==> src/rtl/mem_req_arbiter.sv <==
// N-port request arbiter onto a single-ported RAM with a read/write/busy handshake.
// Fixed-priority or round-robin grant, one-cycle hit/err pulse per transaction, busy timeout abort.
module mem_req_arbiter #(
  parameter int N_PORTS    = 2,
  parameter int DATA_W     = 32,
  parameter int ADDR_W     = 32,
  parameter int RAM_ADDR_W = 12,
  parameter int ADDR_SHIFT = 0,
  parameter int RR_MODE    = 0,
  parameter int TIMEOUT    = 255
) (
  input  logic                       clk,
  input  logic                       rst,
  input  logic [N_PORTS-1:0]         req_read,
  input  logic [N_PORTS-1:0]         req_write,
  input  logic [N_PORTS*ADDR_W-1:0]  req_addr,
  input  logic [N_PORTS*DATA_W-1:0]  req_wdata,
  input  logic [N_PORTS*4-1:0]       req_sel,
  output logic [N_PORTS-1:0]         hit,
  output logic [N_PORTS-1:0]         err,
  output logic [DATA_W-1:0]          rdata,
  output logic                       arb_busy,
  output logic                       read_i,
  output logic                       write_i,
  output logic [RAM_ADDR_W-1:0]      adr_i,
  output logic [DATA_W-1:0]          cpu_dat_i,
  output logic [3:0]                 sel_i,
  input  logic                       busy_o,
  input  logic [DATA_W-1:0]          cpu_dat_o
);

  localparam int GNT_W = (N_PORTS > 1) ? $clog2(N_PORTS) : 1;
  localparam int CNT_W = (TIMEOUT > 1) ? $clog2(TIMEOUT + 1) : 1;

  typedef enum logic [2:0] {
    S_IDLE,
    S_ISSUE,
    S_WAIT,
    S_DONE,
    S_ABORT
  } state_t;

  state_t              state_q, state_d;
  logic [GNT_W-1:0]    grant_q, grant_d;
  logic [GNT_W-1:0]    rr_ptr_q, rr_ptr_d;
  logic [ADDR_W-1:0]   addr_q, addr_d;
  logic [DATA_W-1:0]   wdata_q, wdata_d;
  logic [DATA_W-1:0]   rdata_q, rdata_d;
  logic [3:0]          sel_q, sel_d;
  logic                wr_q, wr_d;
  logic [CNT_W-1:0]    cnt_q, cnt_d;

  logic [N_PORTS-1:0]  pending;
  logic [GNT_W-1:0]    win_idx;
  logic                win_found;

  assign pending = req_read | req_write;

  // Scan starts at rr_ptr in round-robin mode, at port 0 otherwise.
  always_comb begin
    int               idx;
    logic [GNT_W-1:0] idx_b;
    win_idx   = '0;
    win_found = 1'b0;
    idx       = 0;
    idx_b     = '0;
    for (int i = 0; i < N_PORTS; i++) begin
      idx   = (RR_MODE != 0) ? (int'(rr_ptr_q) + i) % N_PORTS : i;
      idx_b = GNT_W'(idx);
      if (!win_found && pending[idx_b]) begin
        win_found = 1'b1;
        win_idx   = idx_b;
      end
    end
  end

  always_comb begin
    // NOTE: every signal gets a default before the case so no path leaves one unassigned (no latches).
    state_d   = state_q;
    grant_d   = grant_q;
    rr_ptr_d  = rr_ptr_q;
    addr_d    = addr_q;
    wdata_d   = wdata_q;
    sel_d     = sel_q;
    wr_d      = wr_q;
    cnt_d     = cnt_q;
    rdata_d   = rdata_q;
    hit       = '0;
    err       = '0;
    read_i    = 1'b0;
    write_i   = 1'b0;
    adr_i     = '0;
    cpu_dat_i = '0;
    sel_i     = '0;
    arb_busy  = (state_q != S_IDLE);

    case (state_q)
      S_IDLE: begin
        if (win_found) begin
          grant_d  = win_idx;
          rr_ptr_d = (win_idx == GNT_W'(N_PORTS - 1)) ? '0 : win_idx + 1'b1;
          addr_d   = req_addr[win_idx*ADDR_W +: ADDR_W];
          wdata_d  = req_wdata[win_idx*DATA_W +: DATA_W];
          sel_d    = req_sel[win_idx*4 +: 4];
          wr_d     = req_write[win_idx];
          cnt_d    = '0;
          state_d  = S_ISSUE;
        end
      end
      S_ISSUE: begin
        read_i    = !wr_q;
        write_i   = wr_q;
        adr_i     = RAM_ADDR_W'(addr_q >> ADDR_SHIFT);
        cpu_dat_i = wdata_q;
        sel_i     = sel_q;
        state_d   = S_WAIT;
      end
      S_WAIT: begin
        adr_i     = RAM_ADDR_W'(addr_q >> ADDR_SHIFT);
        cpu_dat_i = wdata_q;
        sel_i     = sel_q;
        if (!busy_o) begin
          if (!wr_q) rdata_d = cpu_dat_o;
          state_d = S_DONE;
        end else begin
          cnt_d = cnt_q + 1'b1;
          if (TIMEOUT != 0 && cnt_d == CNT_W'(TIMEOUT)) state_d = S_ABORT;
        end
      end
      S_DONE: begin
        hit[grant_q] = 1'b1;
        state_d      = S_IDLE;
      end
      S_ABORT: begin
        err[grant_q] = 1'b1;
        state_d      = S_IDLE;
      end
      default: state_d = S_IDLE;
    endcase
  end

  assign rdata = rdata_q;

  // NOTE: sequential state uses non-blocking assignments so all registers update together at the edge.
  always_ff @(posedge clk or posedge rst) begin
    if (rst) begin
      state_q  <= S_IDLE;
      grant_q  <= '0;
      rr_ptr_q <= '0;
      addr_q   <= '0;
      wdata_q  <= '0;
      rdata_q  <= '0;
      sel_q    <= '0;
      wr_q     <= 1'b0;
      cnt_q    <= '0;
    end else begin
      state_q  <= state_d;
      grant_q  <= grant_d;
      rr_ptr_q <= rr_ptr_d;
      addr_q   <= addr_d;
      wdata_q  <= wdata_d;
      rdata_q  <= rdata_d;
      sel_q    <= sel_d;
      wr_q     <= wr_d;
      cnt_q    <= cnt_d;
    end
  end

endmodule
==> config.mk <==
export PLATFORM = sky130hd
export DESIGN_NAME = mem_req_arbiter
export DESIGN_NICKNAME = d
export VERILOG_FILES = /design/src/rtl/mem_req_arbiter.sv
export SDC_FILE = /design/constraint.sdc
export NUM_CORES = 1
export LEC_CHECK = 0
export ABC_CLOCK_PERIOD_IN_PS = 8200
export BUFFER_PORTS_ARGS = -buffer_cell sky130_fd_sc_hd__buf_2
export CAP_MARGIN = 0
export CORE_MARGIN = 4
export CORE_UTILIZATION = 48
export CTS_CLUSTER_DIAMETER = 100
export DETAILED_ROUTE_END_ITERATION = 16
export PLACE_DENSITY = 0.91
export SYNTH_ARGS = -nofsm -noshare
export SYNTH_HDL_FRONTEND = slang
export SYNTH_SLANG_ARGS = --single-unit
==> constraint.sdc <==
create_clock -name clk -period 8.2 [get_ports clk]
set_input_delay 1.23 -clock clk [delete_from_list [all_inputs] [get_ports clk]]
set_output_delay 1.23 -clock clk [all_outputs]
set_load 0.005 [all_outputs]
# [Yosys cells after proc, flatten, opt, wreduce, memory -nomap -nowiden]
# Cells that the tools add are included.
[op_classes] addsub=1 order_cmp=3 n_eq_ne=8 n_shift=3 n_mux=21 bitwise=3 reduce_logical=12
[op_table] cell="$shiftx 64x7->12" n=1
[op_table] cell="$shiftx 64x7->32" n=1
[op_table] cell="$mux 32" n=1
[op_table] cell="$mux 8" n=2
[op_table] cell="$pmux 8 s2" n=1
[op_table] cell="$mux 12" n=1
[op_table] cell="$mux 3" n=3
[op_table] cell="$pmux 3 s3" n=1
[op_table] cell="$add 8x1->8 const B" n=1
[op_table] cell="$eq 8x8->1 const B" n=1
[op_table] cell="$mux 1" n=8
[op_table] cell="$shiftx 8x4->4" n=1
[op_table] cell="$eq 3x2->1 const B" n=2
[op_table] cell="$reduce_and 3->1" n=2
[op_table] cell="$lt 1x2->1 const B" n=2
[op_table] cell="$mux 2" n=2
[op_table] cell="$mux 4" n=1
[op_table] cell="$ne 2x2->1 const B" n=2
[op_table] cell="$reduce_and 2->1" n=2
[op_table] cell="$eq 3x1->1 const B" n=1
[op_table] cell="$eq 3x3->1 const B" n=1
[op_table] cell="$logic_not 3->1" n=1
[op_table] cell="$ne 3x3->1 const B" n=1
[op_table] cell="$reduce_bool 3->1" n=1
[op_table] cell="other kinds (8)" n=11
[word_totals] ff_bits=93 inputBits=175 out_inout_bits=87

# [Logic depth before layout (Yosys ltp)]
# Gate-level depths: netlist (run 1).
[depth] depth_word=7 depth_mapped=7

# [Least setup slack after synthesis (run 1)]
# OpenSTA, ideal clock, no wires.
[synth_path] kind="register -> output" startpoint="register state_q[1]" endpoint="output cpu_dat_i[14]" arrival_ps=1381 required_ps=6970 path_slack_ps=5589 stages_incl_launch_ff=7 n_path_buf=3 path_cell_list="dfrtp_1 buf_4 xnor2_1 nor2_1 clkbuf_1 clkbuf_1 and2_1"
[synth_between] elab_chain_cells=3 word_cells_on_any_way=4 cone_classes="eq/ne (2); mux (1); reduce/logical (1)"
[synth_rtl] element="start: declaration" line_no="43" source="state_t state_q, state_d;"
[synth_rtl] element="start signal: assignment" line_no="157" source="state_q <= state_d;"
[synth_rtl] element="$eq 3x2->1 / $eq 3x1->1 (equally long branches)" line_no="97" source="case (state_q)"
[synth_rtl] element="$reduce_or 2->1 (no source line) (*)"
[synth_rtl] element="$mux 32 (*)" line_no="97"
[synth_rtl] element="end: declaration" line_no="26" source="output logic [DATA_W-1:0] cpu_dat_i,"
# Every way passes the cells marked *; elsewhere a longest branch is shown, timed or not.

# [Final worst setup path (run 1)]
[layout_path] startpoint="register state_q[0]" endpoint="output cpu_dat_i[23]"
# The elaborated chain is that of the path after synthesis.

==> summary.md, run 1 <==
| Metric | Value |
|---|---|
| DR vias | 3840 |
| Detailed Place HPWL | roughly 8800 microns |
| Setup Buffers After CTS | 0 |
| Fillers | 760 |
| Number of global-route vias before repair | 4001 |
| GPL Wtd Cong | 0.744 |
| Core ar. | between 0.009 and 0.01 sq mm |
| FF/Latch Area | 0.00233 sq mm |
| Area growth, synth to finish | 28.0% |
| Die Width | approximately 110 microns |
| Syn Area/Cell | 11.1 sq um |
| Grt ovf | 0 |
| Crit end category | primary output |
| CTS tree | yes |
| # resized after CTS | 0 |
| CP Cell Sequence | xnor2_1 -> nor2_2 -> buf_4 -> and2_1 -> buf_2 |
| Tmin final | 3120 ps |
| Initial DRC count | 131 |
| Drt wl/cell | roughly 15 microns |
| CTS Sinks | 93 |
| Startpoint types | flop |
| RSZ-0062 raised after global routing | no |
| DR vias/cell | 5.04 |
| Maximum VDD drop | around 0.17 mV |
| Clock input transition at the sequential cells of the worst setup and hold paths | 90 ps |
| Top_reg_cell synth | dfrtp_1 |
| Design Area, Final | 0.00602 sq mm |
| Critical path type | flop to primary output |
| Post-Syn Instances | 422 |
| Antenna cells | 0 |
| Skew-Pair Late Insertion Delay | 350 ps |
| Final Setup Violations | 0 |
| Slew @ Worst Pin | 1150 ps |
| Vert. Die Dim | 107 microns |
| Hold crit path type | flop to flop |
| Commonest non-fill, non-tap cells in the layout | buf_2, dfrtp_1, nand2_1, and2_1, mux2i_1 |
| Hold Vio Cnt, Final | 0 |
| Multi-input logic area | 0.00217 sq mm |
| Relative slew slack | 23.5% |
| Post-synth EDFFs | 0 |
| H-tree levels | 3 |
| Root Buffer | clkbuf_8 |
| Fraction of layout cells with a size suffix above 1 | 48.0% |
| Yosys reg bits | 93 |
| Placed Area | 0.00581 sq mm |
| Residual DRC count | 0 |
| Total design power | 2.05 mW |
| Hold_buf cts | 0 |
| Placed Cells | 746 |
| Critical Path RT | around 7000 ps |
| Max-cap violations | 0 |
| Post-synth ARST share | 100% |
| Final period util | 38.1% |
| Yosys warns | 0 |
| Cell Count, Final, Fillers Out | 762 |
| Largest net degree at the start of global routing | 94 |
| Status | completed |
| PortBufs | 221 |
| Most common library cell in the layout ignoring fill and taps | buf_2 |
| DIE AREA | roughly 0.011 sq mm |
| Global-route wire length before repair | roughly 19000 microns |
| GRT Total Usage | between 20% and 30% |
| CP max stage cell | dfrtp_1 |
| I/O pin count | 262 |
| Core Rows | 35 |
| Crit path DAT | 1890 ps |
| Power density over cell area | 341 mW/mm^2 |
| Worst Path Max Fanout | 48 |
| Mapped Nets | 599 |
| Clk buf depth | 2 |
| Setup Skew | around 17 ps |
| TritonCTS Buffers | 9 |
| Setup TNS | 0 ps |
| Leak | 3.27 nW |
| Synth Cell Area | between 0.004 and 0.005 sq mm |
| Drt pass-1 iters | 4 |
| Final Max Tran Viols | 0 |
| Fin nets | 805 |
| CP max stage delay | 510 ps |
| Synth cell types | 44 |
| Post-route ant nets | 0 |
| Routed wire length | 11500 microns |
| Seq/Total Area, Yosys | between 40% and 50% |
| F_max | 0.320 GHz |
| Initial antenna violation count | 0 |
| Reg2Reg Setup Slack | just under 6000 ps |
| Initial Util | roughly half |
per-layer routing:
metal | global-route usage (%) | up-vias | routed length (microns)
met2 | 35.4 | 178 | 5750
met1 | 24.7 | 1771 | 4660
li1 | - | 1880 | -
met5 | 0 | - | 0
met3 | 4.76 | 11 | 932
met4 | 5.66 | 0 | 109
sequential cells by signal, indices dropped and copies added, names as in the netlist:
name,count
addr_q,12
cnt_q,8
grant_q,1
rdata,32
sel_q,4
state_q,3
wdata_q,32
wr_q,1
synth_stat cells, types with 3 or more instances:
cell type   n  share of area (%)
a21oi_1     4               0.43
and2_1     50                6.7
buf_2       7               0.74
buf_4       3               0.48
buf_6      10                2.4
clkbuf_1   11               0.88
dfrtp_1    93                 49
inv_1       3               0.24
mux2_2     30                7.2
mux2i_1    48                 10
nand2_1    55                4.4
nand3_1     3               0.32
nor2_1      3               0.24
o21ai_0    20                2.1
o21ai_1    15                1.6
o21ai_2    24                4.5
o31ai_1     3               0.48
xnor2_1     3               0.56
xor2_1      3               0.56
path summary, 6_finish.rpt:
check	start	endpoint	depth (start not counted)
min reg2reg	sel_q[1]$_DFFE_PP0P_	sel_q[1]$_DFFE_PP0P_	2
max reg2reg	state_q[2]$_DFFE_PP0P_	wdata_q[31]$_DFFE_PP0P_	4
max in group asynchronous	rst	wdata_q[0]$_DFFE_PP0P_	3
min	sel_q[1]$_DFFE_PP0P_	sel_q[1]$_DFFE_PP0P_	2
min in group asynchronous	rst	rdata[17]$_DFFE_PP0P_	3
max	state_q[0]$_DFFE_PP0P_	cpu_dat_i[23]	5
critical path, delay by kind of cell, from the launching register on:
kind | cells | cell delay [ps]
simple gates | 2 | 330
xor+xnor | 1 | 210
buf+inv | 2 | 490
flops | 1 | 510
cell families (layout without fill, tap and decap cells):
family	Yosys count	count (layout)	share of synthesized area, %
buffers and inverters	34	245	4.74
AND/OR/NAND/NOR	131	131	15.4
multiplexers	80	80	17.9
XOR/XNOR	6	6	1.12
flip-flops	93	93	49.5
AO/OA/AOI/OAI	76	76	10.9
adder cells (fa/ha/maj)	2	2	0.532
area by class of cell:
| cell class | instances | area share, % |
|---|---|---|
| repair buffers | 226 | 19.0 |
| inverters | 3 | 0.208 |
| flip-flops and latches | 93 | 38.6 |
| clock buffers | 12 | 2.58 |
| well taps | 129 | 2.68 |
| clock inverters | 4 | 0.914 |
| multi-input cells | 295 | 36.0 |
metrics by stage:
step | setup WS, ps | hold WS (ps) | utilization, %
3_5_place_dp | 4870 | 458 | 62.0
6_report | 5080 | 477 | 64.3
3_3_place_gp | 4900 | 451 | 62.0
2_1_floorplan | 4550 | 440 | -
4_1_cts | 5020 | 480 | 64.3
5_1_grt | 4910 | 503 | 64.3
where the power goes:
part / internal (mW) / switching (mW) / leakage [nW]
Clock: 0.160 / 0.159 / 0.103
Combinational: 0.461 / 0.485 / 2.02
Sequential: 0.670 / 0.120 / 1.15
Note: power is estimated with default switching activity, not from simulation.
==> run 2, diff against run 1 <==
==> config.mk (replaced) <==
export PLATFORM = sky130hd
export DESIGN_NAME = mem_req_arbiter
export DESIGN_NICKNAME = d
export VERILOG_FILES = /design/src/rtl/mem_req_arbiter.sv
export SDC_FILE = /design/constraint.sdc
export NUM_CORES = 1
export LEC_CHECK = 0
export ABC_AREA = 1
export ABC_CLOCK_PERIOD_IN_PS = 2700
export BUFFER_PORTS_ARGS = -buffer_cell sky130_fd_sc_hd__buf_2
export CAP_MARGIN = 0
export CORE_MARGIN = 4
export CORE_UTILIZATION = 40
export CTS_CLUSTER_DIAMETER = 100
export DETAILED_ROUTE_END_ITERATION = 16
export PLACE_DENSITY = 0.82
export SYNTH_ARGS = -nofsm -noshare
export SYNTH_HDL_FRONTEND = slang
export SYNTH_SLANG_ARGS = --single-unit
==> constraint.sdc (replaced) <==
create_clock -name clk -period 2.7 [get_ports clk]
set_input_delay 0.405 -clock clk [delete_from_list [all_inputs] [get_ports clk]]
set_output_delay 0.405 -clock clk [all_outputs]
set_load 0.005 [all_outputs]
==> summary.md, run 2 <==
| Metric | Value |
|---|---|
| Status | completed (unchanged) |
| Top cells by count, synth | nor2_1, dfrtp_1, inv_1, o21ai_0, o22ai_1 (was dfrtp_1, nand2_1, and2_1, mux2i_1, mux2_2) |
| Reg power frac | 34.9% (was 38.4%) |
| Root Buffer | clkbuf_16 (was clkbuf_8) |
| Initial antenna violation count | 0 (unchanged) |
| Reg2Reg Setup Slack | 750 ps (was 5940 ps) |
| RSZ-0062 raised after global routing | no (unchanged) |
| Area growth, synth to finish | 33.6% (was 28.0%) |
| Post-Syn Instances | 510 (was 422) |
| Power density over cell area | 1080 mW/mm^2 (was 341 mW/mm^2) |
| Setup Buffers After CTS | 0 (unchanged) |
| Commonest non-fill, non-tap cells in the layout | buf_2, nor2_1, dfrtp_1, inv_1, o21ai_0 (was buf_2, dfrtp_1, nand2_1, and2_1, mux2i_1) |
| Switch Pwr | 2.40 mW (was 0.764 mW) |
| Syn Area/Cell | 9.01 sq um (was 11.1 sq um) |
| Power share of the combinational group | 44.5% (was 46.0%) |
| Hold_buf cts | 0 (unchanged) |
| Leak | 3.31 nW (was 3.27 nW) |
| Hold crit path type | input port to async pin (was flop to flop) |
| R2R depth | 8 (was 4) |
| Met1 usage | 22.4% (was 24.7%) |
| Routed wire length | 12500 microns (was 11500 microns) |
| Residual DRC count | 0 (unchanged) |
| Switching share of total power | 36.1% (was 37.2%) |
| Hold Vio Cnt, Final | 0 (unchanged) |
| Cell Count, Final, Fillers Out | 865 (was 762) |
| Fillers | 1019 (was 760) |
| Critical path type | flop to primary output (unchanged) |
| Most common library cell in the layout ignoring fill and taps | buf_2 (unchanged) |
| Multi-input logic area | 0.00185 sq mm (was 0.00217 sq mm) |
| Antenna cells | 0 (unchanged) |
| DIE AREA | 0.0133 sq mm (was 0.0114 sq mm) |
| FF-to-FF Start | state_q[0]$_DFFE_PP0P_ (was state_q[2]$_DFFE_PP0P_) |
| Die Width | 115 microns (was 107 microns) |
| Synth cell types | 27 (was 44) |
| TritonCTS Buffers | 9 (unchanged) |
| CTS Sinks | 93 (unchanged) |
| Placed Cells | 849 (was 746) |
| Synth Cell Area | 0.00459 sq mm (was 0.00470 sq mm) |
| H-tree levels | 3 (unchanged) |
| Relative slew slack | 48.2% (was 23.5%) |
| Number of global-route vias before repair | 4214 (was 4001) |
| Pint | 4.25 mW (was 1.29 mW) |
| CTS tree | yes (unchanged) |
| Crit end category | primary output (unchanged) |
| Clk buf depth | 2 (unchanged) |
| Reg2reg end | wdata_q[22]$_DFFE_PP0P_ (was wdata_q[31]$_DFFE_PP0P_) |
| Top post-synthesis cells by area | dfrtp_1, mux2_4, nor2_1 (was dfrtp_1, mux2i_1, mux2_2) |
| Top_reg_cell synth | dfrtp_1 (unchanged) |
| Final period util | 83.1% |
| Gr busiest metal | met2 (unchanged) |
| # resized after CTS | 0 (unchanged) |
| Mapped Nets | 687 (was 599) |
| Seq/Total Area, Yosys | 50.7% (was 49.5%) |
| Post-synth ARST share | 100% (unchanged) |
| Global-route wire length before repair | 19900 microns (was 18800 microns) |
| Final Setup Violations | 0 (unchanged) |
| Post-synth EDFFs | 0 (unchanged) |
| Design Area, Final | 0.00614 sq mm (was 0.00602 sq mm) |
| Yosys warns | 0 (unchanged) |
| Yosys reg bits | 93 (unchanged) |
| Tmin final | 2240 ps |
| Area share of the largest cell type after synthesis | 50.7% (was 49.5%) |
| Largest net degree at the start of global routing | 61 (was 94) |
| Fraction of layout cells with a size suffix above 1 | 39.6% (was 48.0%) |
| Met3 GRT Util | 4.95% (was 4.76%) |
| DR vias | 4240 (was 3840) |
| Worst Path Max Fanout | 48 (unchanged) |
| Grt ovf | 0 (unchanged) |
| Post-route ant nets | 0 (unchanged) |
| Top-count cell post-synth | nor2_1 (was dfrtp_1) |
| Slew @ Worst Pin | 776 ps (was 1150 ps) |
| DR vias/cell | 4.90 (was 5.04) |
| Initial DRC count | 217 (was 131) |
| PortBufs | 221 (unchanged) |
| Critical Path RT | 2300 ps (was 6970 ps) |
| Initial Util | 41.7% (was 50.2%) |
| Core ar. | 0.0110 sq mm (was 0.00937 sq mm) |
| Fin nets | 897 (was 805) |
| Crit path DAT | 1840 ps (was 1890 ps) |
| GPL Wtd Cong | 0.871 (was 0.744) |
| Startpoint types | flop (unchanged) |
| I/O pin count | 262 (unchanged) |
| Final Max Tran Viols | 0 (unchanged) |
| Setup Skew | 9.29 ps (was 17.2 ps) |
| Drt pass-1 iters | 4 (unchanged) |
| Power share of the clock group | 20.6% (was 15.5%) |
| Detailed Place HPWL | 9230 microns (was 8790 microns) |
| GRT Total Usage | 18.7% (was 20.1%) |
| Yosys top cell by area | dfrtp_1 (unchanged) |
| Skew-Pair Late Insertion Delay | 350 ps (about the same) |
| Drt wl/cell | 14.5 microns (was 15.0 microns) |
| Placed Area | 0.00582 sq mm (was 0.00581 sq mm) |
| Vert. Die Dim | 115 microns (was 107 microns) |
| Max-cap violations | 0 (unchanged) |
| Maximum VDD drop | 0.766 mV (was 0.165 mV) |
| Setup TNS | 0 ps (unchanged) |
| FF/Latch Area | 0.00233 sq mm (unchanged) |
| Clock input transition at the sequential cells of the worst setup and hold paths | 70 ps (was 90 ps) |
| F_max | 0.446 GHz |
| Core Rows | 38 (was 35) |
| Met2 Usage GRT | 32.1% (was 35.4%) |
-- run 2: cell types whose count changed in the layout (fill, tap and decap cells not counted), moves of 11 or more --
cell      change
mux2_2       -28
o21ai_1      -11
o21ai_2      -24
clkbuf_8     -11
inv_1        +65
and2_1       -48
nor2_1      +114
nand2_1      -27
nand3_1      +12
o21ai_0      +35
mux2i_1      -48
mux2_4       +30
o22ai_1      +50
-- run 2: how the worst max path moves through the flow --
stage,depth (start not counted),slack (ps),start,to
after floorplan,7,1110,state_q[0]$_DFFE_PP0P_,cpu_dat_i[14]
after global placement,8,770,req_write[1],wdata_q[3]$_DFFE_PP0P_
after detailed placement,8,750,state_q[0]$_DFFE_PP0P_,wdata_q[3]$_DFFE_PP0P_
after CTS,7,450,state_q[2]$_DFFE_PP0P_,cpu_dat_i[8]
after global routing,7,290,state_q[2]$_DFFE_PP0P_,cpu_dat_i[16]
final,7,460,state_q[2]$_DFFE_PP0P_,cpu_dat_i[18]
-- run 2: logic make-up (layout without fill, tap and decap cells) --
logic type               after synthesis  in the layout  synth area share [%]
buffers and inverters                101            316                  9.26
AO/OA/AOI/OAI                        113            113                  13.9
multiplexers                          32             32                  10.3
XOR/XNOR                               1              1                 0.191
adder cells (fa/ha/maj)                2              2                 0.545
flip-flops                            93             93                  50.7
AND/OR/NAND/NOR                      168            168                  15.2
-- run 2: layout make-up --
| cell class | instances | area share (%) |
|---|---|---|
| Sequential cell | 93 | 37.9 |
| Clock inverter | 6 | 1.51 |
| Multi-Input combinational cell | 316 | 30.1 |
| Inverter | 73 | 4.52 |
| Clock buffer | 10 | 3.73 |
| Tap cell | 140 | 2.85 |
| Timing Repair Buffer | 227 | 19.4 |
-- run 2: critical path: stages, from the launching register on --
cell and delay, ps:
dfrtp_1 440, inv_1 80, nand3_1 140, nand2_1 60
inv_1 50, buf_4 430, nor2_1 90, buf_2 150
-- run 2: power groups by stage --
stage	Combinational [mW]	Sequential [mW]	Clock [mW]
6_report	2.96	2.32	1.37
5_1_grt	3.32	2.38	1.47
4_1_cts	3.00	2.32	1.42
3_5_place_dp	2.98	2.34	0
3_3_place_gp	2.93	2.30	0
2_1_floorplan	1.89	2.32	0
-- run 2: layer usage --
layer | wire, microns | up-vias | part of all wire (%)
met2 | 6110 | 192 | 49
li1 | - | 2084 | -
met3 | 1130 | 19 | 9.0
met1 | 5020 | 1945 | 40
met5 | 0 | - | 0
met4 | 258 | 0 | 2.1
-- run 2: metrics by stage --
step / power (mW) / hold WS (ps) / worst slack [ps] / utilization (%)
floorplan: 4.21 / 475 / 1110 / -
global placement: 5.23 / 484 / 769 / 52.7
detailed placement: 5.32 / 488 / 751 / 52.7
CTS: 6.74 / 181 / 451 / 55.7
global route: 7.18 / 210 / 295 / 55.7
finish: 6.65 / 162 / 456 / 55.7
